File: src/rtl/cpu_pkg.sv
// rtl/cpu_pkg.sv - opcode, condition, ALU and state constants for the CPU control FSM
package cpu_pkg;

    localparam logic [3:0] OP_RTYPE   = 4'b0000;
    localparam logic [3:0] OP_MEM     = 4'b0100;
    localparam logic [3:0] OP_SHIFT   = 4'b1000;
    localparam logic [3:0] OP_BCOND   = 4'b1100;

    // Shared by R-type OpCodeExt and I-type OpCode
    localparam logic [3:0] EXT_ADD    = 4'b0101;
    localparam logic [3:0] EXT_SUB    = 4'b1001;
    localparam logic [3:0] EXT_CMP    = 4'b1011;
    localparam logic [3:0] EXT_AND    = 4'b0001;
    localparam logic [3:0] EXT_OR     = 4'b0010;
    localparam logic [3:0] EXT_XOR    = 4'b0011;
    localparam logic [3:0] EXT_MOV    = 4'b1101;

    localparam logic [3:0] EXT_LSH    = 4'b0100;
    localparam logic [3:0] EXT_LSHI0  = 4'b0000;
    localparam logic [3:0] EXT_LSHI1  = 4'b0001;
    localparam logic [3:0] EXT_LOAD   = 4'b0000;
    localparam logic [3:0] EXT_STOR   = 4'b0100;
    localparam logic [3:0] EXT_JCOND  = 4'b1100;

    localparam logic [3:0] COND_EQ    = 4'b0000;
    localparam logic [3:0] COND_NE    = 4'b0001;
    localparam logic [3:0] COND_CS    = 4'b0010;
    localparam logic [3:0] COND_CC    = 4'b0011;
    localparam logic [3:0] COND_HI    = 4'b0100;
    localparam logic [3:0] COND_LS    = 4'b0101;
    localparam logic [3:0] COND_GT    = 4'b0110;
    localparam logic [3:0] COND_LE    = 4'b0111;
    localparam logic [3:0] COND_FS    = 4'b1000;
    localparam logic [3:0] COND_FC    = 4'b1001;
    localparam logic [3:0] COND_LO    = 4'b1010;
    localparam logic [3:0] COND_HS    = 4'b1011;
    localparam logic [3:0] COND_LT    = 4'b1100;
    localparam logic [3:0] COND_GE    = 4'b1101;
    localparam logic [3:0] COND_UC    = 4'b1110;

    localparam logic [3:0] ALU_ADD    = 4'b0000;
    localparam logic [3:0] ALU_SUB    = 4'b0001;
    localparam logic [3:0] ALU_AND    = 4'b0010;
    localparam logic [3:0] ALU_OR     = 4'b0011;
    localparam logic [3:0] ALU_XOR    = 4'b0100;
    localparam logic [3:0] ALU_CMP    = 4'b0101;
    localparam logic [3:0] ALU_PASSB  = 4'b0110;

    localparam logic [2:0] S_FETCH    = 3'd0;
    localparam logic [2:0] S_DECODE   = 3'd1;
    localparam logic [2:0] S_EXEC     = 3'd2;
    localparam logic [2:0] S_WB       = 3'd3;
    localparam logic [2:0] S_MEM      = 3'd4;
    localparam logic [2:0] S_PCINC    = 3'd5;
    localparam logic [2:0] S_HALT     = 3'd6;

    typedef enum logic [2:0] {
        CLS_RTYPE,
        CLS_ITYPE,
        CLS_SHIFT,
        CLS_LOAD,
        CLS_STOR,
        CLS_BCOND,
        CLS_JCOND,
        CLS_ILLEGAL
    } instr_class_t;

    // Returns {valid, alu code} for an ALU-class operation code
    function automatic logic [4:0] arith_alu(input logic [3:0] code);
        case (code)
            EXT_ADD: arith_alu = {1'b1, ALU_ADD};
            EXT_SUB: arith_alu = {1'b1, ALU_SUB};
            EXT_CMP: arith_alu = {1'b1, ALU_CMP};
            EXT_AND: arith_alu = {1'b1, ALU_AND};
            EXT_OR:  arith_alu = {1'b1, ALU_OR};
            EXT_XOR: arith_alu = {1'b1, ALU_XOR};
            EXT_MOV: arith_alu = {1'b1, ALU_PASSB};
            default: arith_alu = {1'b0, ALU_ADD};
        endcase
    endfunction

endpackage

File: src/rtl/cpu_instr_decode.sv
// rtl/cpu_instr_decode.sv - combinational instruction class / ALU code decoder
module cpu_instr_decode
    import cpu_pkg::*;
(
    input  logic [3:0]   opcode,
    input  logic [3:0]   ext,
    output instr_class_t cls,
    output logic [3:0]   alu_code,
    output logic         sext,
    output logic         illegal
);

    logic [4:0] r_alu;
    logic [4:0] i_alu;

    assign r_alu = arith_alu(ext);
    assign i_alu = arith_alu(opcode);

    always_comb begin
        cls      = CLS_ILLEGAL;
        alu_code = ALU_ADD;
        sext     = 1'b0;
        case (opcode)
            OP_RTYPE: begin
                if (r_alu[4]) begin
                    cls      = CLS_RTYPE;
                    alu_code = r_alu[3:0];
                end
            end
            OP_MEM: begin
                case (ext)
                    EXT_LOAD:  cls = CLS_LOAD;
                    EXT_STOR:  cls = CLS_STOR;
                    EXT_JCOND: cls = CLS_JCOND;
                    default:   cls = CLS_ILLEGAL;
                endcase
            end
            OP_SHIFT: begin
                if (ext == EXT_LSH || ext == EXT_LSHI0 || ext == EXT_LSHI1)
                    cls = CLS_SHIFT;
            end
            OP_BCOND: begin
                cls  = CLS_BCOND;
                sext = 1'b1;
            end
            default: begin
                // Immediate forms: logical ops zero-extend, the rest sign-extend
                if (i_alu[4]) begin
                    cls      = CLS_ITYPE;
                    alu_code = i_alu[3:0];
                    sext     = !(i_alu[3:0] == ALU_AND || i_alu[3:0] == ALU_OR ||
                                 i_alu[3:0] == ALU_XOR);
                end
            end
        endcase
    end

    assign illegal = (cls == CLS_ILLEGAL);

endmodule

File: src/rtl/cpu_control_fsm.sv
// rtl/cpu_control_fsm.sv - multicycle control FSM sequencing the 16-bit CPU datapath
module cpu_control_fsm
    import cpu_pkg::*;
(
    input  logic        clk,
    input  logic        reset,
    input  logic [15:0] instruction,
    input  logic [4:0]  flags,
    input  logic        mem_ready,
    output logic        ir_en,
    output logic        srcRegEn,
    output logic        dstRegEn,
    output logic        immRegEn,
    output logic        pcRegEn,
    output logic        resultRegEn,
    output logic        regFileEn,
    output logic        signEn,
    output logic        pcRegMuxEn,
    output logic [1:0]  mux4En,
    output logic        regImmMuxEn,
    output logic        shiftALUMuxEn,
    output logic        exMemResultEn,
    output logic [3:0]  aluControl,
    output logic        flag_en,
    output logic        mem_req,
    output logic        mem_we,
    output logic        addr_sel,
    output logic        halted
);

    logic [2:0]   state;
    logic [2:0]   state_nxt;
    logic [15:4]  ir;
    logic [3:0]   unused_rsrc;
    instr_class_t dec_cls;
    logic [3:0]   dec_alu;
    logic         dec_sext;
    logic         dec_illegal;
    logic         cond_true;
    logic         is_cmp;
    logic         c_f, l_f, f_f, z_f, n_f;

    // Rsrc is consumed by the datapath's own field registers
    assign unused_rsrc = instruction[3:0];

    always_ff @(posedge clk or negedge reset) begin
        if (!reset) begin
            state <= S_FETCH;
            ir    <= '0;
        end else begin
            state <= state_nxt;
            if (state == S_FETCH && mem_ready)
                ir <= instruction[15:4];
        end
    end

    cpu_instr_decode u_decode (
        .opcode   (ir[15:12]),
        .ext      (ir[7:4]),
        .cls      (dec_cls),
        .alu_code (dec_alu),
        .sext     (dec_sext),
        .illegal  (dec_illegal)
    );

    assign {c_f, l_f, f_f, z_f, n_f} = flags;
    assign is_cmp = (dec_alu == ALU_CMP);

    always_comb begin
        case (ir[11:8])
            COND_EQ: cond_true = z_f;
            COND_NE: cond_true = !z_f;
            COND_CS: cond_true = c_f;
            COND_CC: cond_true = !c_f;
            COND_HI: cond_true = l_f;
            COND_LS: cond_true = !l_f;
            COND_GT: cond_true = n_f;
            COND_LE: cond_true = !n_f;
            COND_FS: cond_true = f_f;
            COND_FC: cond_true = !f_f;
            COND_LO: cond_true = !l_f && !z_f;
            COND_HS: cond_true = l_f || z_f;
            COND_LT: cond_true = !n_f && !z_f;
            COND_GE: cond_true = n_f || z_f;
            COND_UC: cond_true = 1'b1;
            default: cond_true = 1'b0;
        endcase
    end

    always_comb begin
        state_nxt = state;
        case (state)
            S_FETCH:  if (mem_ready) state_nxt = S_DECODE;
            S_DECODE: state_nxt = S_EXEC;
            S_EXEC: begin
                if (dec_illegal) begin
                    state_nxt = S_HALT;
                end else begin
                    case (dec_cls)
                        CLS_RTYPE, CLS_ITYPE: state_nxt = is_cmp ? S_PCINC : S_WB;
                        CLS_SHIFT:            state_nxt = S_WB;
                        CLS_LOAD, CLS_STOR:   state_nxt = S_MEM;
                        CLS_BCOND, CLS_JCOND: state_nxt = cond_true ? S_FETCH : S_PCINC;
                        default:              state_nxt = S_HALT;
                    endcase
                end
            end
            S_WB:     state_nxt = S_PCINC;
            S_MEM:    if (mem_ready) state_nxt = S_PCINC;
            S_PCINC:  state_nxt = S_FETCH;
            S_HALT:   state_nxt = S_HALT;
            default:  state_nxt = S_FETCH;
        endcase
    end

    // Gated by reset so an in-flight request drops the instant reset asserts
    always_comb begin
        ir_en         = 1'b0;
        srcRegEn      = 1'b0;
        dstRegEn      = 1'b0;
        immRegEn      = 1'b0;
        pcRegEn       = 1'b0;
        resultRegEn   = 1'b0;
        regFileEn     = 1'b0;
        signEn        = 1'b0;
        pcRegMuxEn    = 1'b0;
        mux4En        = 2'd0;
        regImmMuxEn   = 1'b0;
        shiftALUMuxEn = 1'b0;
        exMemResultEn = 1'b0;
        aluControl    = ALU_ADD;
        flag_en       = 1'b0;
        mem_req       = 1'b0;
        mem_we        = 1'b0;
        addr_sel      = 1'b0;
        halted        = 1'b0;
        if (reset) begin
            case (state)
                S_FETCH: begin
                    mem_req = 1'b1;
                    ir_en   = mem_ready;
                end
                S_DECODE: begin
                    srcRegEn = 1'b1;
                    dstRegEn = 1'b1;
                    immRegEn = 1'b1;
                    signEn   = dec_sext;
                end
                S_EXEC: begin
                    case (dec_cls)
                        CLS_RTYPE, CLS_ITYPE: begin
                            pcRegMuxEn  = 1'b1;
                            mux4En      = (dec_cls == CLS_ITYPE) ? 2'd1 : 2'd0;
                            resultRegEn = 1'b1;
                            aluControl  = dec_alu;
                            signEn      = (dec_cls == CLS_ITYPE) && dec_sext;
                            flag_en     = (dec_alu == ALU_ADD) || (dec_alu == ALU_SUB) || is_cmp;
                        end
                        CLS_SHIFT: begin
                            shiftALUMuxEn = 1'b1;
                            regImmMuxEn   = (ir[7:4] != EXT_LSH);
                            resultRegEn   = 1'b1;
                        end
                        CLS_BCOND: begin
                            if (cond_true) begin
                                mux4En  = 2'd1;
                                signEn  = 1'b1;
                                pcRegEn = 1'b1;
                            end
                        end
                        CLS_JCOND: begin
                            if (cond_true) begin
                                pcRegMuxEn = 1'b1;
                                mux4En     = 2'd3;
                                pcRegEn    = 1'b1;
                            end
                        end
                        default: ;
                    endcase
                end
                S_WB: regFileEn = 1'b1;
                S_MEM: begin
                    mem_req  = 1'b1;
                    addr_sel = 1'b1;
                    mem_we   = (dec_cls == CLS_STOR);
                    if (mem_ready && dec_cls == CLS_LOAD) begin
                        exMemResultEn = 1'b1;
                        regFileEn     = 1'b1;
                    end
                end
                S_PCINC: begin
                    mux4En  = 2'd2;
                    pcRegEn = 1'b1;
                end
                S_HALT:  halted = 1'b1;
                default: ;
            endcase
        end
    end

endmodule

File: config.mk
export PLATFORM = sky130hd
export DESIGN_NAME = cpu_control_fsm
export DESIGN_NICKNAME = d
export VERILOG_FILES = /design/src/rtl/cpu_pkg.sv /design/src/rtl/cpu_instr_decode.sv /design/src/rtl/cpu_control_fsm.sv
export SDC_FILE = /design/constraint.sdc
export NUM_CORES = 1
export LEC_CHECK = 0
export ABC_AREA = 1
export ABC_CLOCK_PERIOD_IN_PS = 2210
export CORE_AREA = 2 2 89 74
export DETAILED_ROUTE_END_ITERATION = 8
export DIE_AREA = 0 0 91 76
export MAX_ROUTING_LAYER = met4
export SYNTH_ARGS = -nofsm -noshare
export SYNTH_HDL_FRONTEND = slang
export SYNTH_SLANG_ARGS = --single-unit
File: constraint.sdc
create_clock -name clk -period 2.21 [get_ports clk]
set_clock_uncertainty 0.05 [all_clocks]
set_input_delay 0.221 -clock clk [delete_from_list [all_inputs] [get_ports clk]]
set_output_delay 0.221 -clock clk [all_outputs]
set_load 0.1 [all_outputs]
== Word level (Yosys, flattened, before mapping) ==
Cells that the tools add are included.
Storage, ports and cells
  logic and storage cells: 157
  output and inout bits: 23
  bits of input ports: 24
  register bits after elaboration: 15
Cells by class
  equality and inequality tests: 54
  reduce and logical (&&, ||, !) cells: 33
  multiplexer cells: 68
Operator list (count)
  5-bit one-hot mux with 7 select lines: 2
  4-bit equality test, second input constant: 16
  4-bit by 3-bit equality test with 1-bit output, second input constant: 10
  1-bit 2-to-1 mux: 37
  4-bit by 2-bit equality test with 1-bit output, second input constant: 8
  3-bit 2-to-1 mux: 8
  3-bit one-hot mux with 4 select lines: 2
  3-bit equality test, second input constant: 7
  4-bit 2-to-1 mux: 5
  3-bit one-hot mux with 6 select lines: 1
  4-bit by 1-bit equality test with 1-bit output, second input constant: 4
  4-bit logical NOT: 4
  1-bit one-hot mux with 15 select lines: 1
  3-bit by 2-bit equality test with 1-bit output, second input constant: 4
  1-bit one-hot mux with 2 select lines: 6
  3-bit one-hot mux with 3 select lines: 1
  3-bit OR reduction: 3
  1-bit logical OR: 8
  4-bit one-hot mux with 2 select lines: 1
  2-bit OR reduction: 4
  3-bit by 1-bit equality test with 1-bit output, second input constant: 2
  1-bit logical NOT: 6
  3-bit logical NOT: 2
  2-bit one-hot mux with 3 select lines: 1
  6 further kinds: 12

== Logic depth before layout (Yosys ltp) ==
Gate-level depths: netlist of run 1.
  word-level depth: 12
  gate-level depth with buffers: 13
  mapped depth without buffers: 13

== Hierarchy ==
Synthesis of run 1 repeated with hierarchy kept, for this count alone.
Unflattened totals
  cell total of the unflattened synthesis: 245
  area total of the unflattened synthesis: 1493.9 um2
By module, submodules not included
  cpu_control_fsm: cells each 180, area each 1157.4 um2, instances 1, sequential area each 375.4 um2
  cpu_instr_decode: cells each 65, area each 336.6 um2, instances 1, sequential area each 0.0 um2

== Worst setup path before layout of run 1 ==
OpenSTA, ideal clock, no wires.
  path kind: reg-to-output
  start: reg ir[6] (netlist name)
  end: out pcRegEn
  cell stages (with the launch flop): 10
  path slack: -1407 ps
  arrival time: 3346 ps
  required time: 1939 ps
  path buffers: 0
  cells stage by stage: dfrtp_1 -> nor2_1 -> nand2_2 -> nand3_2 -> nand2_2 -> nor2_8 -> nand3_1 -> nand2_1 -> nand2_1 -> o21ai_0
On the way
  word-level cells in the longest chain between the ends: 10
  elaborated cells on any way between the ends: 23
  those cells by class: 11 x eq/ne; 8 x mux; 4 x reduce/logical
RTL lines
  start, declared: line cpu_control_fsm.sv:33  | logic [15:4] ir;
  start signal, assigned: line cpu_control_fsm.sv:53  | ir <= instruction[15:4];
  parallel branches: the longest is 4 deep, another holds 5-bit one-hot mux with 7 select lines
  3-bit one-hot mux with 4 select lines *: line cpu_instr_decode.sv:23  | case (opcode)
  3-bit equality test: line cpu_control_fsm.sv:150  | case (dec_cls)
  2-bit OR reduction (no line) *
  1-bit 2-to-1 mux *
  1-bit one-hot mux with 2 select lines *: line cpu_control_fsm.sv:138  | case (state)
  1-bit 2-to-1 mux *: line cpu_control_fsm.sv:137  | if (reset) begin
  end, declared: line cpu_control_fsm.sv:14  | output logic pcRegEn,
Mark *: on every way between the ends.

== Final worst setup path of run 1 ==
  start: reg ir[5] (netlist name)
  end: out regImmMuxEn
On the way
  word-level cells in the longest chain between the ends: 9
  elaborated cells on any way between the ends: 22
  those cells by class: 11 x eq/ne; 8 x mux; 3 x reduce/logical
RTL lines
  parallel branches: the longest is 6 deep, another holds 5-bit one-hot mux with 7 select lines
  1-bit 2-to-1 mux *: line cpu_control_fsm.sv:150
  1-bit 2-to-1 mux *: line cpu_control_fsm.sv:138
  1-bit 2-to-1 mux *: line cpu_control_fsm.sv:137
  end, declared: line cpu_control_fsm.sv:20  | output logic regImmMuxEn,
Marks and branches as above.

==> results of run 1 <==
sequential cells by signal, indices dropped and copies added, names as in the netlist:
signal and cells:
ir 12, state 3
through the flow:
step	cell area (um^2)	TNS, ns	hold slack [ns]
after CTS	2510	-0.443	0.303
after global routing	2650	-2.36	0.331
after floorplan	1570	-1.10	-0.125
after global placement	2310	0	0.516
final	2650	-0.860	0.293
after detailed placement	2310	0	0.520
worst max path at each step:
stage,from,to,slack [ns],cells past startpoint
floorplan,ir[5],regImmMuxEn,-0.49,11
global placement,ir[14],exMemResultEn,0.11,11
detailed placement,ir[14],exMemResultEn,0.08,11
CTS,ir[4],exMemResultEn,-0.08,11
global route,ir[6],regImmMuxEn,-0.25,13
finish,ir[5],regImmMuxEn,-0.12,12
cell usage after synthesis, drive strengths merged:
library cell,n,area (um^2)
a21oi,19,106
buf,3,22.5
clkbuf,2,7.51
conb,1,3.75
dfrtp,15,375
inv,38,143
mux2,1,11.3
nand2,76,305
nand3,24,130
nand3b,1,7.51
nand4,4,25.0
nor2,54,254
nor3,3,15.0
o2111ai,1,8.76
o21ai,9,48.8
o22ai,1,6.26
what timing repair did:
item / CTS / global route
pin swaps: 11 / 21
gates resized for setup: 21 / 34
buffers inserted: 11 / 8
endpoints found under the setup margin: 13 / 17
layout make-up:
| cell class | instances | share of cell area [%] |
|---|---|---|
| multi-input combinational | 194 | 43.8 |
| timing repair buffer | 63 | 30.2 |
| sequential | 15 | 14.6 |
| inverter | 38 | 5.72 |
| tap | 84 | 3.97 |
| clock buffer | 4 | 1.70 |
metal layers:
metal | vias to the layer above | routed length [um] | global-route usage (%) | share of wire, %
li1 | 915 | - | - | -
met1 | 797 | 2060 | 16.6 | 45
met2 | 41 | 2200 | 22.1 | 49
met3 | 5 | 232 | 2.97 | 5.1
met4 | 0 | 29 | 2.12 | 0.64
met5 | - | 0 | - | 0
where the power goes:
group / internal (W) / switching [W]
clock network: 0.000128 / 0.0000913
logic: 0.000932 / 0.00163
registers: 0.000421 / 0.000222
total: 0.00148 / 0.00195
cells by family after synthesis:
logic type,after synthesis,share of synthesized area (%)
other cells,1,0.255
buf+inv,43,11.7
flops,15,25.5
mux,1,0.766
compound gates,30,11.6
simple gates,162,50.1
==> metrics, run 1 <==
status complete, but fails checks; failing checks setup timing; Reg2Reg Setup Slack 0.19 ns; Final Max Tran Viols 0; most used cell along the critical path nor2_4; area of the core 6120 um^2; FMAX 429 MHz; CTS tree done; PwrDens 1290 nW/um^2; worst path buffer plus inverter count 3; clock sinks 15; Num CTS Buffers 3; area occupied by multi-input gates 1160 um^2; fin cells 398; Worst Max-Slew Pin Slew 0.753 ns; Clk Latency, worst-skew pair 0.25 ns; power consumption 0.00343 W; total of max-cap violations 0; synthesized area 1470 um^2; FF+latch count, synth 15; Final GP Congestion 0.873; most common cell after layout, fill and taps aside nand2_1; Final min period 2.33 ns; commonest cells after routing, fill and taps aside nand2_1 (53), nor2_1 (28), inv_1 (27); Lkg Pwr 1.20 nW; Place WS 0.0832 ns; Die Wd 91 um; Clk pin slew, worst setup/hold paths 0.06 ns; Die Y 76 um; largest net degree at the start of global routing 24; Setup crit start kind flip-flop; DR iter-0 viols 102; vias 1,758; final hold violations 0; Total Routed Length 4.52 mm; DR WL/cell 11.3 um; Diodes inserted 0; DRC viols 0; number of global-route vias before repair 1,726; worst-path cell chain nor2_4 -> nand2_2 -> a21oi_4 -> nand2_4 -> nor2_8 -> inv_2 -> nor2_4 -> nand2_2 -> nor2_4 -> inv_2 -> a21oi_4 -> buf_12; CP peak stage delay 0.46 ns; Avg Synthesized Cell Area 5.83 um^2; drt first pass iters 4; Placed Instances 377; Fill cells 646; Final WS setup -0.123 ns; share of cells above drive strength 1 41.1%; All-Layer GR Usage 13.2%; Syn Nets 276; Clock Root Buffer clkbuf_8; Core Rows 26; FF/Latch Area 387 um^2; Final Core Density 43.3%; first-pass GRT wire length 7.44 mm; Die ar. 6920 um^2; GRT Residual Overflow 0; synth unique cells 25; initial antenna violation count 0; R2R Path End state[0]; synthesis-to-finish area growth 80.1%; Vias/cell 4.42; critical path arrival 2.06 ns; max_slew headroom 49.5%; nets 339; hold-fix buffers at CTS 0; Synth warnings 0; I/O pins 47; crit share post-route 106%; DP HPWL 3.28 mm; Reg2Reg Depth 16; Starting Density 24.0%; Max Root-Sink Buffers 2; CP top delay family simple AND/OR/NAND/NOR gates; worst min-delay path class primary input to asynchronous set/reset pin; post-route ant nets 0; Critical Path RT 1.94 ns; crit end category output pin; Worst VDD drop 0.604 mV; RR Startpoint ir[6]; CP max stage cell dfrtp_2; Seq/Total Area, Yosys 25.5%; maximum net fanout on the critical path 5; # port buffers 41; Syn Inst Count 252; unrepaired setup endpoints after global routing true; H-tree depth 1; final setup fails 14; kind of critical path flip-flop to output pin
Power figures use the tool's default switching activity.
==> run 2, diff against run 1 <==
Settings changed: REMOVE_ABC_BUFFERS set to 1, SKIP_LAST_GASP set to 1.
==> run 2 against run 1 <==
Clock power grew 4%. Critical endpoint unchanged. Combinational power shrank 5%. Worst setup slack gained 0.033 ns. Final area shrank 2.7%. Cell count grew 1.0%. The run still ends with setup timing left.
==> metrics, run 2 (synthesis gave the netlist of run 1 again) <==
status complete, but fails checks; failing checks setup timing; CP top delay family simple AND/OR/NAND/NOR gates; largest net degree at the start of global routing 24 (unchanged); unrepaired setup endpoints after global routing true; CP peak stage delay 0.42 ns (-0.04 ns); Reg power frac 18.8% (about the same); Core Rows 26 (unchanged); Clk pwr share 6.9% (+0.5 points); Die Wd 91 um (unchanged); final hold violations 0 (unchanged); DR iter-0 viols 63 (-38%); crit share post-route 104% (-1.5 points); hold_ws 0.329 ns (+0.0363 ns); Clk pin slew, worst setup/hold paths 0.06 ns (about the same); crit end category output pin; clock sinks 15 (unchanged); initial antenna violation count 0 (unchanged); setup TNS -0.286 ns (+0.574 ns); drt first pass iters 4 (unchanged); final setup fails 8 (-6); H-tree depth 1 (unchanged); CTS tree done; kind of critical path flip-flop to output pin; Die ar. 6920 um^2 (unchanged); worst-path cell chain buf_6 -> nand2_4 -> nand2_4 -> nand2_1 -> nor2_1 -> nor2_2 -> nor2_2 -> inv_2 -> nor2_4 -> nand2_2 -> nor2_4 -> inv_2 -> a21oi_4 -> buf_12; Psw 0.00181 W (-6.9%); worst path buffer plus inverter count 4 (+1); critical path arrival 2.03 ns (-0.03 ns); Reg2Reg Setup Slack 0.36 ns (+0.17 ns); Num CTS Buffers 3 (unchanged); Final GP Congestion 0.858 (-1.8%); Lkg Pwr 1.21 nW (+1.0%); Clock Root Buffer clkbuf_8; vias 1,774 (+0.91%); Place WS 0.0454 ns (-0.0378 ns); most common cell after layout, fill and taps aside nand2_1; DP HPWL 3.23 mm (-1.5%); Setup crit start kind flip-flop; # port buffers 41 (unchanged); synthesis-to-finish area growth 75.1%; FMAX 435 MHz (+1.5%); Diodes inserted 0 (unchanged); Total Routed Length 4.28 mm (-5.4%); Placement Cell Area 2250 um^2 (-2.7%); PwrDens 1280 nW/um^2 (-1.5%); nets 343 (+1.2%); Clk Latency, worst-skew pair 0.25 ns (about the same); Vias/cell 4.41 (about the same); GRT Residual Overflow 0 (unchanged); Final min period 2.30 ns (-0.0334 ns); CP max stage cell dfrtp_2; combinational share of power 74.3% (-0.6 points); number of global-route vias before repair 1,663 (-3.7%); Final Max Tran Viols 0 (unchanged); All-Layer GR Usage 12.5% (-0.68 points); worst min-delay path class primary input to asynchronous set/reset pin; Worst VDD drop 0.352 mV (-42%); Power Internal 0.00147 W (-0.64%); post-route ant nets 0 (unchanged); commonest cells after routing, fill and taps aside nand2_1 (59), nor2_1 (35), inv_1 (25); register bank with the most flops ir; DR WL/cell 10.6 um (-6.3%); share of cells above drive strength 1 37.4% (-3.7 points); Starting Density 24.0% (unchanged); fin area 2570 um^2 (-2.7%); Critical Path RT 1.94 ns (about the same); Die Y 76 um (unchanged); first-pass GRT wire length 7.13 mm (-4.2%); Placed Instances 382 (+1.3%); area of the core 6120 um^2 (unchanged); fin cells 402 (+1.0%); I/O pins 47 (unchanged); Max Root-Sink Buffers 2 (unchanged); sw frac 55.2% (-1.6 points); Top Registers ir (12), state (3); Final WS setup -0.0899 ns (+0.0334 ns); maximum net fanout on the critical path 4 (-1); DRC viols 0 (unchanged); number of flip-flops in the largest register 12 (unchanged); total of max-cap violations 0 (unchanged)
## run 2: power groups by stage
stage	logic [W]	clock network [W]	registers (W)
2_1_floorplan	0.00146	0	0.000544
3_3_place_gp	0.00202	0	0.000557
3_5_place_dp	0.00204	0	0.000561
4_1_cts	0.00223	0.000236	0.000586
5_1_grt	0.00266	0.000246	0.000640
6_report	0.00244	0.000227	0.000617
## run 2: layer usage
metal	GRT usage [%]	vias to the layer above	part of all wire [%]
met5	-	-	0
met4	3.64	0	1.2
met3	1.98	4	3.9
met2	20.8	36	49
met1	15.8	815	46
li1	-	919	-
## run 2: layout make-up
| type | instances | area, um^2 |
|---|---|---|
| inverters | 38 | 143 |
| multi-input cells | 194 | 1060 |
| repair buffers | 67 | 837 |
| clock buffers | 4 | 45.0 |
| well taps | 84 | 105 |
| flip-flops and latches | 15 | 387 |
| fillers | 657 | 3540 |
## run 2: worst paths after layout
check	startpoint	endpoint	cells after the start
worst max-delay path	ir[6]	regImmMuxEn	14
worst min-delay path	reset	ir[11]	2
worst max register to register	ir[15]	state[1]	11
worst min register to register	ir[11]	ir[11]	2
max in group asynchronous	reset	ir[13]	2
min in group clk	instruction[11]	ir[11]	3
## run 2: stage by stage
stage                     total power, W  util (%)
after detailed placement         0.00260      36.8
after global routing             0.00354      42.1
final                            0.00328      42.1
after CTS                        0.00305      39.7
after global placement           0.00257      36.8
after floorplan                  0.00200         -
## run 2: worst reg2reg max path, cell delays in order, from the launching register on
cell     delay, ns
dfrtp_1       0.42
buf_6         0.15
inv_1         0.06
nand2_1       0.11
o21ai_4       0.26
o21ai_1       0.16
nand2_1       0.11
nand2_1       0.07
o22ai_1       0.13
nand3_1       0.11
nand2_1       0.07
nand3_1       0.06
## run 2: repair_timing
action	CTS	global route
buffers inserted	6	10
pin swaps	3	10
hold buffers	0	0
endpoints found under the setup margin	15	15
gates resized for setup	31	30
==> run 3, diff against run 2 <==
Settings changed: CTS_CLUSTER_SIZE set to 40.
==> results of run 3 <==
Same layout as run 2: the final DEF is identical, and so are final timing and power.
